==> config.mk <==
export PLATFORM = sky130hd
export DESIGN_NAME = multdiv_tracker_flat
export DESIGN_NICKNAME = d
export VERILOG_FILES = /design/src/rtl/multdiv_tracker_if.sv /design/src/rtl/multdiv_tracker.sv /design/src/flat_wrapper.sv
export SDC_FILE = /design/constraint.sdc
export NUM_CORES = 1
export LEC_CHECK = 0
export BUFFER_PORTS_ARGS = -buffer_cell sky130_fd_sc_hd__buf_2
export CAP_MARGIN = 20
export CORE_MARGIN = 2
export CORE_UTILIZATION = 40
export DETAILED_ROUTE_END_ITERATION = 8
export GPL_TIMING_DRIVEN = 0
export PLACE_DENSITY = 0.7
export SYNTH_ARGS = -nofsm -noshare
export SYNTH_HDL_FRONTEND = slang
export SYNTH_SLANG_ARGS = --single-unit
==> constraint.sdc <==
create_clock -name clock -period 2.2 [get_ports clock]
set_input_delay 0.22 -clock clock [delete_from_list [all_inputs] [get_ports clock]]
set_output_delay 0.22 -clock clock [all_outputs]
set_load 0.02 [all_outputs]
==> src/rtl/multdiv_tracker_if.sv <==
// Bundle of X-stage, multdiv and writeback signals seen by the multdiv issue/tracking controller.
interface multdiv_tracker_if;
    logic [31:0] dx_insn;
    logic        dx_valid;
    logic        ctrl_MULT;
    logic        ctrl_DIV;
    logic        data_resultRDY;
    logic [31:0] data_result;
    logic        data_exception;
    logic        multOngoing;
    logic [31:0] inM;
    logic        issue_stall;
    logic        wb_req;
    logic [4:0]  wb_rd;
    logic [31:0] wb_data;
    logic        wb_ack;

    // Tracker side
    modport slave (
        input  dx_insn, dx_valid, data_resultRDY, data_result, data_exception, wb_ack,
        output ctrl_MULT, ctrl_DIV, multOngoing, inM, issue_stall, wb_req, wb_rd, wb_data
    );

    // Pipeline / multdiv / writeback side
    modport master (
        output dx_insn, dx_valid, data_resultRDY, data_result, data_exception, wb_ack,
        input  ctrl_MULT, ctrl_DIV, multOngoing, inM, issue_stall, wb_req, wb_rd, wb_data
    );
endinterface

==> src/rtl/multdiv_tracker.sv <==
// Issue/tracking controller for the iterative multdiv unit in the X stage.
// Starts mul/div, tracks the in-flight instruction, times out a silent unit,
// and presents the result (or rstatus exception code) on the writeback port.
module multdiv_tracker #(
    parameter int unsigned TIMEOUT      = 64,
    parameter int unsigned STATUS_REG   = 30,
    parameter int unsigned MUL_EXC_CODE = 4,
    parameter int unsigned DIV_EXC_CODE = 5
) (
    input  logic              clock,
    input  logic              reset,
    multdiv_tracker_if.slave  md
);

    localparam int unsigned CNT_W = (TIMEOUT > 2) ? $clog2(TIMEOUT) : 1;

    localparam logic [1:0] S_IDLE = 2'd0;
    localparam logic [1:0] S_BUSY = 2'd1;
    localparam logic [1:0] S_DONE = 2'd2;

    localparam logic [4:0] OP_ALU  = 5'b00000;
    localparam logic [4:0] ALU_MUL = 5'b00110;
    localparam logic [4:0] ALU_DIV = 5'b00111;

    logic [1:0]       state_q, state_d;
    logic [31:0]      inm_q, inm_d;
    logic [CNT_W-1:0] cnt_q, cnt_d;
    logic [31:0]      res_q, res_d;
    logic             exc_q, exc_d;

    logic is_mul, is_div, is_md, can_issue, issue, inm_is_mul;

    // Decode the X-stage instruction and decide whether it may start this cycle
    always_comb begin
        is_mul    = (md.dx_insn[31:27] == OP_ALU) && (md.dx_insn[6:2] == ALU_MUL);
        is_div    = (md.dx_insn[31:27] == OP_ALU) && (md.dx_insn[6:2] == ALU_DIV);
        is_md     = is_mul || is_div;
        can_issue = (state_q == S_IDLE) || ((state_q == S_DONE) && md.wb_ack);
        issue     = md.dx_valid && is_md && can_issue;
    end

    // State and tracking registers
    always_ff @(posedge clock) begin
        if (reset) begin
            state_q <= S_IDLE;
            inm_q   <= '0;
            cnt_q   <= '0;
            res_q   <= '0;
            exc_q   <= 1'b0;
        end else begin
            state_q <= state_d;
            inm_q   <= inm_d;
            cnt_q   <= cnt_d;
            res_q   <= res_d;
            exc_q   <= exc_d;
        end
    end

    // Next-state logic: issue, completion/timeout, writeback retirement
    always_comb begin
        state_d = state_q;
        inm_d   = inm_q;
        cnt_d   = cnt_q;
        res_d   = res_q;
        exc_d   = exc_q;
        case (state_q)
            S_IDLE: begin
                if (issue) begin
                    state_d = S_BUSY;
                    inm_d   = md.dx_insn;
                    cnt_d   = '0;
                end
            end
            S_BUSY: begin
                cnt_d = cnt_q + CNT_W'(1);
                // A result arriving on the last allowed cycle beats the timeout
                if (md.data_resultRDY) begin
                    state_d = S_DONE;
                    res_d   = md.data_result;
                    exc_d   = md.data_exception;
                end else if (cnt_q == CNT_W'(TIMEOUT - 1)) begin
                    state_d = S_DONE;
                    res_d   = '0;
                    exc_d   = 1'b1;
                end
            end
            S_DONE: begin
                if (md.wb_ack) begin
                    if (issue) begin
                        state_d = S_BUSY;
                        inm_d   = md.dx_insn;
                        cnt_d   = '0;
                    end else begin
                        state_d = S_IDLE;
                        inm_d   = '0;
                    end
                    res_d = '0;
                    exc_d = 1'b0;
                end
            end
            default: begin
                state_d = S_IDLE;
                inm_d   = '0;
                cnt_d   = '0;
                res_d   = '0;
                exc_d   = 1'b0;
            end
        endcase
    end

    // Start pulses, stall, tracking status and writeback payload
    always_comb begin
        inm_is_mul     = (inm_q[6:2] == ALU_MUL);
        md.ctrl_MULT   = issue && is_mul;
        md.ctrl_DIV    = issue && is_div;
        md.issue_stall = md.dx_valid && is_md && !can_issue;
        md.multOngoing = (state_q != S_IDLE);
        md.inM         = inm_q;
        md.wb_req      = 1'b0;
        md.wb_rd       = '0;
        md.wb_data     = '0;
        if (state_q == S_DONE) begin
            md.wb_req = 1'b1;
            if (exc_q) begin
                md.wb_rd   = 5'(STATUS_REG);
                md.wb_data = inm_is_mul ? 32'(MUL_EXC_CODE) : 32'(DIV_EXC_CODE);
            end else begin
                md.wb_rd   = inm_q[26:22];
                md.wb_data = res_q;
            end
        end
    end

endmodule

==> src/flat_wrapper.sv <==
// flat-port wrapper written by rule: the top's interface ports become plain ports
module multdiv_tracker_flat 
#(
    parameter int unsigned TIMEOUT      = 64,
    parameter int unsigned STATUS_REG   = 30,
    parameter int unsigned MUL_EXC_CODE = 4,
    parameter int unsigned DIV_EXC_CODE = 5
)
  (clock, reset, md_dx_insn, md_dx_valid, md_data_resultRDY, md_data_result, md_data_exception, md_wb_ack, md_ctrl_MULT, md_ctrl_DIV, md_multOngoing, md_inM, md_issue_stall, md_wb_req, md_wb_rd, md_wb_data);
  multdiv_tracker_if md_i ();
  input  logic clock;
  input  logic reset;
  input wire logic [$bits(md_i.dx_insn)-1:0] md_dx_insn;
  input wire logic [$bits(md_i.dx_valid)-1:0] md_dx_valid;
  input wire logic [$bits(md_i.data_resultRDY)-1:0] md_data_resultRDY;
  input wire logic [$bits(md_i.data_result)-1:0] md_data_result;
  input wire logic [$bits(md_i.data_exception)-1:0] md_data_exception;
  input wire logic [$bits(md_i.wb_ack)-1:0] md_wb_ack;
  output wire logic [$bits(md_i.ctrl_MULT)-1:0] md_ctrl_MULT;
  output wire logic [$bits(md_i.ctrl_DIV)-1:0] md_ctrl_DIV;
  output wire logic [$bits(md_i.multOngoing)-1:0] md_multOngoing;
  output wire logic [$bits(md_i.inM)-1:0] md_inM;
  output wire logic [$bits(md_i.issue_stall)-1:0] md_issue_stall;
  output wire logic [$bits(md_i.wb_req)-1:0] md_wb_req;
  output wire logic [$bits(md_i.wb_rd)-1:0] md_wb_rd;
  output wire logic [$bits(md_i.wb_data)-1:0] md_wb_data;
  assign md_i.dx_insn = md_dx_insn;
  assign md_i.dx_valid = md_dx_valid;
  assign md_i.data_resultRDY = md_data_resultRDY;
  assign md_i.data_result = md_data_result;
  assign md_i.data_exception = md_data_exception;
  assign md_i.wb_ack = md_wb_ack;
  assign md_ctrl_MULT = md_i.ctrl_MULT;
  assign md_ctrl_DIV = md_i.ctrl_DIV;
  assign md_multOngoing = md_i.multOngoing;
  assign md_inM = md_i.inM;
  assign md_issue_stall = md_i.issue_stall;
  assign md_wb_req = md_i.wb_req;
  assign md_wb_rd = md_i.wb_rd;
  assign md_wb_data = md_i.wb_data;
  multdiv_tracker #(.TIMEOUT(TIMEOUT), .STATUS_REG(STATUS_REG), .MUL_EXC_CODE(MUL_EXC_CODE), .DIV_EXC_CODE(DIV_EXC_CODE)) u_core (.clock(clock), .reset(reset), .md(md_i));
endmodule
======== Word-level counts from Yosys, hierarchy flattened ========
Cells that the tools add are included.
word-level totals
  register bits after elaboration ......... 73
  output and inout bits ................... 74
  input port bits ......................... 70
  logic and storage cells ................. 61
cells by class
  multiplexer cells ....................... 27
  bitwise logic cells ..................... 2
  $add $sub $neg .......................... 1
  reductions and logical operators ........ 17
  equal/unequal tests ..................... 9
operators with widths
  cell                                                    count
  two-way mux 32 bit                                      8
  case mux 32 bit (3 select lines)                        2
  case mux 6 bit (3 select lines)                         1
  == test 5 x 3 -> 1 bit (second input constant)          3
  two-way mux 6 bit                                       2
  two-way mux 5 bit                                       2
  AND reduction 3 bit                                     3
  logical AND 1 bit                                       8
  two-way mux 2 bit                                       4
  adder 6 x 1 -> 6 bit (second input constant)            1
  == test 6 bit (second input constant)                   1
  two-way mux 1 bit                                       6
  case mux 2 bit (3 select lines)                         1
  logical NOT 5 bit                                       1
  inequality test 3 x 2 -> 1 bit (second input constant)  1
  case mux 1 bit (3 select lines)                         1
  == test 2 x 1 -> 1 bit (second input constant)          1
  == test 2 bit (second input constant)                   1
  logical NOT 2 bit                                       1
  logical OR 1 bit                                        2
  inequality test 2 x 1 -> 1 bit (second input constant)  1
  inequality test 2 bit (second input constant)           1
  inverter 1 bit                                          2
  nonzero test 2 bit                                      1
  logical NOT 1 bit                                       1

======== Logic depth before layout (Yosys ltp) ========
Gate-level depths: netlist (run 1).
  depth in word-level cells ............... 8
  mapped depth ............................ 7
  gate-level depth less buffers ........... 4

======== Worst setup path after synthesis (run 1) ========
OpenSTA, ideal clock, no wires.
  path kind ............................... reg2out
  start point ............................. register u_core.state_q[0]
  end point ............................... output port md_ctrl_DIV
  path slack .............................. 462 ps
  stages on the path, launching flop included .. 6
  data arrival time ....................... 1,518 ps
  buffers on the path ..................... 2
  data required time ...................... 1,980 ps
  cell sequence ........................... dfxtp_1 > buf_4 > nand2b_1 > buf_4 > nor2_4 > nor4b_1
between the ends
  longest elaborated chain between the ends .. 5
  elaborated cells on any way between the ends .. 6
  classes of those cells .................. eq/ne: 1; reduce/logical: 5
RTL lines
  element                 RTL line                source
  from (decl)             multdiv_tracker.sv:25   logic [1:0] state_q, state_d;
  from (signal assigned)  multdiv_tracker.sv:51   state_q <= state_d;
  == test 2 bit           multdiv_tracker.sv:38   can_issue = (state_q == S_IDLE) || ((state_q == S_DONE) && md.wb_ack);
  logical AND 1 bit       multdiv_tracker.sv:38
  logical OR 1 bit (*)    multdiv_tracker.sv:38
  logical AND 1 bit (*)   multdiv_tracker.sv:39   issue = md.dx_valid && is_md && can_issue;
  logical AND 1 bit (*)   multdiv_tracker.sv:115  md.ctrl_DIV = issue && is_div;
  to (decl)               flat_wrapper.sv:20      output wire logic [$bits(md_i.ctrl_DIV)-1:0] md_ctrl_DIV;
Every way passes the cells marked *; elsewhere a longest branch is shown, timed or not.

======== Worst setup path after layout (run 1) ========
  start point ............................. register u_core.state_q[0]
  end point ............................... output port md_wb_data[19]
between the ends
  longest elaborated chain between the ends .. 2
RTL lines
  element             RTL line                source
  == test 2 bit       multdiv_tracker.sv:122  if (state_q == S_DONE) begin
  two-way mux 32 bit  multdiv_tracker.sv:122
  to (decl)           flat_wrapper.sv:26      output wire logic [$bits(md_i.wb_data)-1:0] md_wb_data;
No other way between the ends.

==> out/qor.txt, run 1 <==
Die Ht -> 91.3 um
routed vias/inst -> 5.03
#FFs+latches synth -> 73
clk buf depth -> 2
cell area after layout -> 4090 sq um
Avg Inst Size Synth -> 9.12 sq um
ANT cells -> 0
num rows -> 31
post-synth top area cell -> dfxtp_1
via count -> 2975
Fmax -> 488 MHz
Initial DRC Count -> 110
routed len/inst -> 13.3 um
FF+latch area -> 1460 sq um
CP endpoint kind -> output pin
# IOs -> 144
max_slew headroom -> 59.7%
Core Region -> 7330 sq um
library cells used by synthesis -> 39
slowest stage delay, CP -> 300 ps
Mapped Cells -> 334
synthesized net count -> 405
Post-CTS Setup Inserts -> 0
multi-input logic area -> 1430 sq um
YS warnings -> 0
die area -> 8330 sq um
CTS tree -> yes
Post-DP HPWL -> 5.93 mm
Overflow after GRT -> 0
worst r2r dst -> u_core.res_q[28]
Root Buffer Master -> clkbuf_8
first-pass GRT wire length -> 13.1 mm
commonest non-fill, non-tap cell in the layout -> buf_2
drt drc -> 0
share of cells above drive strength 1 -> 36.8%
initial core utilization -> 41.6%
Critical Path RT -> 1980 ps
number of synthesized flops with an enable pin -> 0
Synth area leaders -> dfxtp_1 48%, o211ai_1 8.1%, and2_1 8.0%, a22o_1 6.6%, a21oi_1 6.4%
CP Launch Point -> u_core.state_q[0]
crit path cell chain -> buf_4 -> nand2b_1 -> buf_4 -> nor2_2 -> buf_2 -> and2_1 -> buf_2
final period utilization -> 93.2%
prevailing post-synth register cell -> dfxtp_1
asr flop ratio synth -> 0%
clock sinks -> 73
maximum vdd ir drop -> 269 uV
nets -> 558
synthesized area -> 3050 sq um
Power Density -> 597 nW/um^2
Die Wd -> 91.3 um
post-placement cell area -> 3890 sq um
RSZ-0062 raised after global routing -> no
post-synthesis sequential area ratio -> 48.0%
htree depth -> 3
number of global-route vias before repair -> 2882
Lkg Pwr -> 1.84 nW
Worst Path Arrival -> 1830 ps
Setup-failing EPs final -> 0
cell family with most CP delay -> buffers and inverters
port buffer count -> 143
hold path cells -> 2
FF-to-FF Start -> u_core.state_q[0]
Clock Skew -> 6.53 ps
CP max stage cell -> dfxtp_1
worst r2r path cells -> 7
most frequent cells in the layout -> 148 x buf_2, 73 x dfxtp_1, 39 x and2_1, 39 x a21oi_1, 34 x nand2_1
outcome -> finished, final reports clean
Final Critical Period -> 2050 ps
setup TNS -> 0 ps
final wirelength -> 7.86 mm
worst path bufs/invs -> 4
largest net degree at the start of global routing -> 16
Area Overhead vs Synth -> 34.2%
RePlAce Congestion -> 0.781
HP Class -> input port to flip-flop
Startpoint Class -> flip-flop
CTS buffer count -> 9
area share of the largest cell type after synthesis -> 48.0%
initial antenna violation count -> 0
Setup CP Type -> flip-flop to output pin
final hold viol count -> 0
first drt pass iteration count -> 4
worst-skew pair later-pin latency -> 360 ps
hold wc startpoint -> md_dx_insn[13]
Slew @ Worst Pin -> 601 ps
r2r setup slk -> 370 ps
Crit Path Max Fanout -> 10
final slew viol count -> 0
Hold EP -> u_core.md.inM[13]
Final ANT Viol Nets -> 0
Clock transition at path regs -> 90 ps
MaxCap Viol Count -> 0
GRT Overall Usage -> 19.3%
fill count -> 700
==> Yosys cell counts (all sizes together), types with 2 or more instances <==
library cell / number
a21o: 2
nand2b: 3
dfxtp: 73
nor2b: 3
a21oi: 39
o211ai: 33
or3: 4
nand3: 4
clkbuf: 21
inv: 5
a22o: 23
o21ai: 7
and2: 39
nor4: 4
buf: 9
nand2: 34
nor2: 17
==> layout make-up <==
cell class	instances	share of cell area, %
repair buffers	143	17.5
inverters	5	0.459
flip-flops and latches	73	35.8
plain buffers	29	3.76
clock buffers	9	3.03
well taps	99	3.03
clock inverters	7	1.53
multi-input cells	226	34.9
==> how the worst max path moves through the flow <==
stage | to | slack [ps] | cells after the start
floorplan | md_ctrl_DIV | 460 | 5
global placement | u_core.res_q[9] | 230 | 5
detailed placement | u_core.res_q[13] | 220 | 5
CTS | md_wb_data[27] | 30 | 7
global route | md_wb_data[13] | 30 | 7
finish | md_wb_data[19] | 150 | 7
==> repair_timing <==
item                                    4_1_cts  5_1_grt
hold buffers                                  0        0
endpoints found under the setup margin       32       43
resized for setup                             4        7
==> layer usage <==
layer	wire length, um	vias up	GRT usage, %
li1	-	1496	-
met1	3530	1358	24.1
met2	3630	110	31.9
met3	576	11	4.65
met4	124	0	8.33
met5	0	-	0
==> registers in the layout, indices dropped and copies added, names as in the netlist <==
signal	count
u_core.md.inM	32
u_core.state_q	2
u_core.exc_q	1
u_core.res_q	32
u_core.cnt_q	6
==> worst register-to-register path: stages (launching register included) <==
cell and delay [ps]:
dfxtp_1 310, buf_4 170, nor2b_1 250, and2_1 150
clkbuf_1 200, clkbuf_1 380, nand2_1 140, a21oi_1 160
==> through the flow <==
| stage | utilization, % | hold slack, ps | std cells | setup slack, ps | total power [mW] |
|---|---|---|---|---|---|
| final | 55.8 | 62.3 | 591 | 150 | 2.44 |
| after CTS | 55.6 | 53.0 | 592 | 28.3 | 2.46 |
| after global placement | 53.0 | 430 | 576 | 231 | 1.47 |
| after detailed placement | 53.0 | 435 | 576 | 217 | 1.47 |
| after global routing | 55.8 | 58.9 | 591 | 32.2 | 2.53 |
| after floorplan | - | 345 | 334 | 462 | 1.40 |
==> power breakdown <==
group	internal, mW	leakage, nW	switching, mW
Combinational	0.0592	1.17	0.0631
Sequential	1.32	0.588	0.000493
Clock	0.432	0.0863	0.566
==> cells by family (layout without fill, tap and decap cells) <==
logic type / Yosys count / after routing / synth area share, %
AND/OR/NAND/NOR: 113 / 113 / 20.8
AO/OA/AOI/OAI: 112 / 112 / 25.3
flip-flops: 73 / 73 / 48.0
buffers and inverters: 35 / 193 / 5.46
adder cells (fa/ha/maj): 1 / 1 / 0.411
Power figures use the tool's default switching activity.
==> run 2, diff against run 1 <==
--- a/config.mk
+++ b/config.mk
@@ -7,11 +7,13 @@
 export LEC_CHECK = 0
 export BUFFER_PORTS_ARGS = -buffer_cell sky130_fd_sc_hd__buf_2
 export CAP_MARGIN = 20
+export CELL_PAD_IN_SITES_DETAIL_PLACEMENT = 2
+export CELL_PAD_IN_SITES_GLOBAL_PLACEMENT = 2
 export CORE_MARGIN = 2
-export CORE_UTILIZATION = 40
+export CORE_UTILIZATION = 26
 export DETAILED_ROUTE_END_ITERATION = 8
 export GPL_TIMING_DRIVEN = 0
-export PLACE_DENSITY = 0.7
+export PLACE_DENSITY_LB_ADDON = 0.1
 export SYNTH_ARGS = -nofsm -noshare
 export SYNTH_HDL_FRONTEND = slang
 export SYNTH_SLANG_ARGS = --single-unit
==> out/qor.txt, run 2 (synthesis gave the netlist of run 1 again) <==
RSZ-0062 raised after global routing -> no
Die Wd -> 112 um
CP dominant cell by count -> buf_4
Overflow after GRT -> 0
initial antenna violation count -> 0
crit path cell chain -> buf_4 -> nand2b_1 -> buf_4 -> nor2_2 -> clkbuf_4 -> and2_1 -> buf_2
initial core utilization -> 26.7%
r2r setup slk -> 280 ps
worst r2r dst -> u_core.res_q[10]
htree depth -> 3
sequential power share -> 48.2%
Worst Path Arrival -> 1800 ps
top sig layer -> met4
Post-CTS Setup Inserts -> 0
post-placement cell area -> 3940 sq um
Initial DRC Count -> 87
Comb pwr share -> 4.6%
CP max stage cell -> dfxtp_1
final period utilization -> 92.0%
Post-DP HPWL -> 7.67 mm
CTS tree -> yes
first drt pass iteration count -> 4
final slew viol count -> 0
most frequent cells in the layout -> 147 x buf_2, 73 x dfxtp_1, 39 x and2_1, 39 x a21oi_1, 34 x nand2_1
Startpoint Class -> flip-flop
setup TNS -> 0 ps
switching pwr -> 0.610 mW
CP Launch Point -> u_core.state_q[0]
hold path cells -> 2
number of global-route vias before repair -> 3335
wire length on met1 -> 4.52 mm
Critical Path RT -> 1980 ps
Worst Hold Slack -> 97.0 ps
Area Overhead vs Synth -> 38.4%
ANT cells -> 0
dpl ws -> 39.0 ps
Final Critical Period -> 2020 ps
outcome -> finished, final reports clean
routed vias/inst -> 4.84
Root Buffer Master -> clkbuf_16
commonest non-fill, non-tap cell in the layout -> buf_2
fill count -> 1318
Die Ht -> 112 um
hold wc startpoint -> md_dx_insn[21]
worst-skew pair later-pin latency -> 330 ps
clk buf depth -> 2
Core Region -> 11400 sq um
FF-to-FF Start -> u_core.cnt_q[0]
largest net degree at the start of global routing -> 12
slowest stage delay, CP -> 290 ps
routed len/inst -> 16.2 um
cell area after layout -> 4220 sq um
nets -> 558
Clock transition at path regs -> 60 ps
CTS buffer count -> 9
Pint -> 2.14 mW
die area -> 12600 sq um
Switching Fraction -> 22.2%
Setup-failing EPs final -> 0
share of cells above drive strength 1 -> 36.2%
RePlAce Congestion -> 0.733
# IOs -> 144
multi-input logic area -> 1430 sq um
# hold bufs at CTS -> 0
worst r2r path cells -> 5
via count -> 3075
Clock Skew -> 4.85 ps
Layout Cells excl Fill -> 635
FF+latch area -> 1460 sq um
num rows -> 39
HP Class -> input port to flip-flop
fraction of power consumed by the clock network -> 47.3%
final worst slack -> 176 ps
placed cell count -> 620
port buffer count -> 143
Crit Path Max Fanout -> 10
Fmax -> 494 MHz
Final ANT Viol Nets -> 0
CP endpoint kind -> output pin
Slew @ Worst Pin -> 655 ps
drt drc -> 0
final wirelength -> 10.3 mm
Power Density -> 652 nW/um^2
maximum vdd ir drop -> 462 uV
clock sinks -> 73
max_slew headroom -> 56.0%
final hold viol count -> 0
MaxCap Viol Count -> 0
Setup CP Type -> flip-flop to output pin
Hold EP -> u_core.md.inM[21]
routed wl met2 -> 5.01 mm
Lkg Pwr -> 1.89 nW
GRT Overall Usage -> 16.7%
Routed met3 length -> 637 um
first-pass GRT wire length -> 17.0 mm
run 2: how the worst max path moves through the flow:
stage | endpoint | slack (ps)
final | md_wb_data[18] | 180
after global routing | md_wb_data[1] | 50
after CTS | md_wb_data[1] | 2
after detailed placement | u_core.res_q[13] | 40
after global placement | u_core.res_q[9] | 90
after floorplan | md_ctrl_DIV | 460
run 2: power by group through the flow:
stage	clock (mW)	combinational, mW	sequential, mW
after floorplan	0	0.0429	1.35
after global placement	0	0.126	1.35
after detailed placement	0	0.128	1.35
after CTS	1.35	0.130	1.32
after global routing	1.40	0.142	1.32
final	1.30	0.126	1.32
run 2: critical path: cells and delay by family (launching register included):
family / cells / cell delay (ps)
DFF: 1 / 290
buffers and inverters: 4 / 740
and+or+nand+nor: 3 / 440
run 2: final cells by class:
type | instances | share of cell area, %
multi-input cells | 226 | 33.9
repair buffers | 143 | 17.0
clock inverters | 4 | 0.475
clock buffers | 12 | 5.61
inverters | 5 | 0.445
plain buffers | 29 | 3.71
flip-flops and latches | 73 | 34.7
well taps | 143 | 4.24
run 2: through the flow:
step	util, %	power (mW)
after CTS	36.9	2.80
after floorplan	-	1.40
after detailed placement	34.5	1.48
after global placement	34.5	1.48
after global routing	36.9	2.87
final	36.9	2.75
run 2: repair_timing:
action                                  in CTS  in global routing
gates resized for setup                      7                  4
endpoints found under the setup margin      46                 32
pin swaps                                    0                  0
run 2: layer usage:
layer / global-route usage, % / vias up
li1: - / 1492
met1: 20.6 / 1492
met2: 28.3 / 83
met3: 5.35 / 8
met4: 4.23 / 0
met5: 0 / -
==> run 3, diff against run 2 <==
--- a/config.mk
+++ b/config.mk
@@ -5,12 +5,13 @@
 export SDC_FILE = /design/constraint.sdc
 export NUM_CORES = 1
 export LEC_CHECK = 0
+export ABC_AREA = 1
 export BUFFER_PORTS_ARGS = -buffer_cell sky130_fd_sc_hd__buf_2
 export CAP_MARGIN = 20
 export CELL_PAD_IN_SITES_DETAIL_PLACEMENT = 2
 export CELL_PAD_IN_SITES_GLOBAL_PLACEMENT = 2
 export CORE_MARGIN = 2
-export CORE_UTILIZATION = 26
+export CORE_UTILIZATION = 25
 export DETAILED_ROUTE_END_ITERATION = 8
 export GPL_TIMING_DRIVEN = 0
 export PLACE_DENSITY_LB_ADDON = 0.1
==> out/qor.txt, run 3 <==
outcome -> finished, final reports clean
largest net degree at the start of global routing -> 14
worst r2r dst -> u_core.res_q[20]
Core Region -> 13200 sq um
Area Overhead vs Synth -> 38.6%
Hold EP -> u_core.res_q[30]
MaxCap Viol Count -> 0
placed cell count -> 763
dpl ws -> 355 ps
YS warnings -> 0
Post-DP HPWL -> 9.02 mm
RePlAce Congestion -> 0.711
port buffer count -> 142
FF-to-FF Start -> u_core.cnt_q[0]
final hold viol count -> 0
Worst Path Arrival -> 1800 ps
drt drc -> 0
number of global-route vias before repair -> 3884
post-placement cell area -> 4310 sq um
area share of the largest cell type after synthesis -> 43.2%
Lkg Pwr -> 1.93 nW
CTS buffer count -> 9
Setup-failing EPs final -> 0
Setup CP Type -> flip-flop to output pin
asr flop ratio synth -> 0%
hold wc startpoint -> md_data_result[30]
maximum vdd ir drop -> 366 uV
routed vias/inst -> 4.53
nets -> 669
post-synth top area cell -> dfxtp_1
ANT cells -> 0
hold path cells -> 3
r2r setup slk -> 380 ps
setup TNS -> 0 ps
Final Critical Period -> 2020 ps
Layout Cells excl Fill -> 779
Root Buffer Master -> clkbuf_16
RSZ-0062 raised after global routing -> no
prevailing post-synth register cell -> dfxtp_1
Overall Power -> 3.26 mW
Critical Path RT -> 1980 ps
clock sinks -> 73
final wirelength -> 11.9 mm
Die Ht -> 120 um
Fmax -> 495 MHz
Die Wd -> 120 um
Initial DRC Count -> 112
CP endpoint kind -> output pin
commonest cells in the netlist -> 121 x nand2_1, 73 x dfxtp_1, 62 x nor2_1
final worst slack -> 181 ps
HP Class -> input port to flip-flop
fill count -> 1597
initial core utilization -> 25.5%
Final ANT Viol Nets -> 0
worst r2r path cells -> 9
commonest non-fill, non-tap cell in the layout -> buf_2
library cells used by synthesis -> 30
# hold bufs at CTS -> 0
Startpoint Class -> flip-flop
Slew @ Worst Pin -> 729 ps
via count -> 3530
Synth area leaders -> dfxtp_1 43%, nand2_1 13%, nand2_4 7.0%, nor2_1 6.9%, a21oi_1 6.5%
Avg Inst Size Synth -> 7.60 sq um
initial antenna violation count -> 0
final slew viol count -> 0
Crit Path Max Fanout -> 10
post-synthesis sequential area ratio -> 43.2%
dominant cell by count in the synthesized netlist -> nand2_1
FF+latch area -> 1460 sq um
# IOs -> 144
CTS tree -> yes
first-pass GRT wire length -> 19.5 mm
first drt pass iteration count -> 4
die area -> 14500 sq um
htree depth -> 3
share of cells above drive strength 1 -> 38.6%
cell area after layout -> 4690 sq um
GRT Overall Usage -> 17.1%
final period utilization -> 91.8%
Mapped Cells -> 445
#FFs+latches synth -> 73
Clock transition at path regs -> 60 ps
num rows -> 42
synthesized area -> 3380 sq um
synthesized net count -> 516
max_slew headroom -> 51.4%
clk buf depth -> 2
number of synthesized flops with an enable pin -> 0
routed len/inst -> 15.2 um
most frequent cells in the layout -> 147 x buf_2, 121 x nand2_1, 73 x dfxtp_1
Power Density -> 696 nW/um^2
multi-input logic area -> 1680 sq um
Overflow after GRT -> 0
worst-skew pair later-pin latency -> 340 ps
Clock Skew -> 4.88 ps
[run 3: cell families after synthesis]
logic type	count (synthesis)	share of synthesized area, %
AND/OR/NAND/NOR	251	35.1
AO/OA/AOI/OAI	73	14.0
flip-flops	73	43.2
buffers and inverters	47	7.25
adder cells (fa/ha/maj)	1	0.370
[run 3: metal layers]
layer	up-vias	track usage (%)	wire, um
li1	1732	-	-
met1	1689	20.1	5080
met2	99	29.9	5830
met3	10	5.52	797
met4	0	4.94	156
met5	-	0	0
[run 3: power by group]
group / switching (mW) / internal, mW / total [mW]
sequential: 0.000530 / 1.32 / 1.32
clock: 0.604 / 1.22 / 1.83
combinational: 0.0597 / 0.0502 / 0.110
total: 0.664 / 2.60 / 3.26
[run 3: layout make-up]
type / instances / area share (%)
clock buffers: 9 / 4.81
repair buffers: 142 / 15.2
flip-flops and latches: 73 / 31.2
inverters: 20 / 1.60
plain buffers: 27 / 3.76
multi-input cells: 325 / 35.7
well taps: 176 / 4.70
clock inverters: 7 / 3.04
[run 3: worst max-delay path: stages (launching register included)]
cell,delay (ps)
dfxtp_1,460
nor2_2,90
inv_2,210
buf_1,410
nor2_1,100
buf_2,180
[run 3: repair_timing]
action / in CTS / in global routing
setup buffers: 0 / 0
setup endpoints to repair: 0 / 11
hold endpoints to repair: 0 / 0
resized for setup: 0 / 5
[run 3: worst max-delay path by stage]
| stage | startpoint | to | slack, ps | cells after the start |
|---|---|---|---|---|
| global placement | md_dx_insn[31] | md_ctrl_MULT | 430 | 7 |
| global route | u_core.state_q[0] | md_wb_data[4] | 20 | 5 |
| finish | u_core.state_q[0] | md_wb_data[3] | 180 | 5 |
| floorplan | u_core.state_q[1] | md_wb_data[10] | 680 | 5 |
| detailed placement | u_core.cnt_q[0] | u_core.res_q[20] | 350 | 9 |
| CTS | u_core.exc_q | md_wb_data[4] | 70 | 5 |
[run 3: stage by stage]
stage	hold slack, ps	utilization (%)
2_1_floorplan	367	-
4_1_cts	120	35.3
6_report	126	35.4
3_5_place_dp	430	32.6
3_3_place_gp	423	32.6
5_1_grt	128	35.4
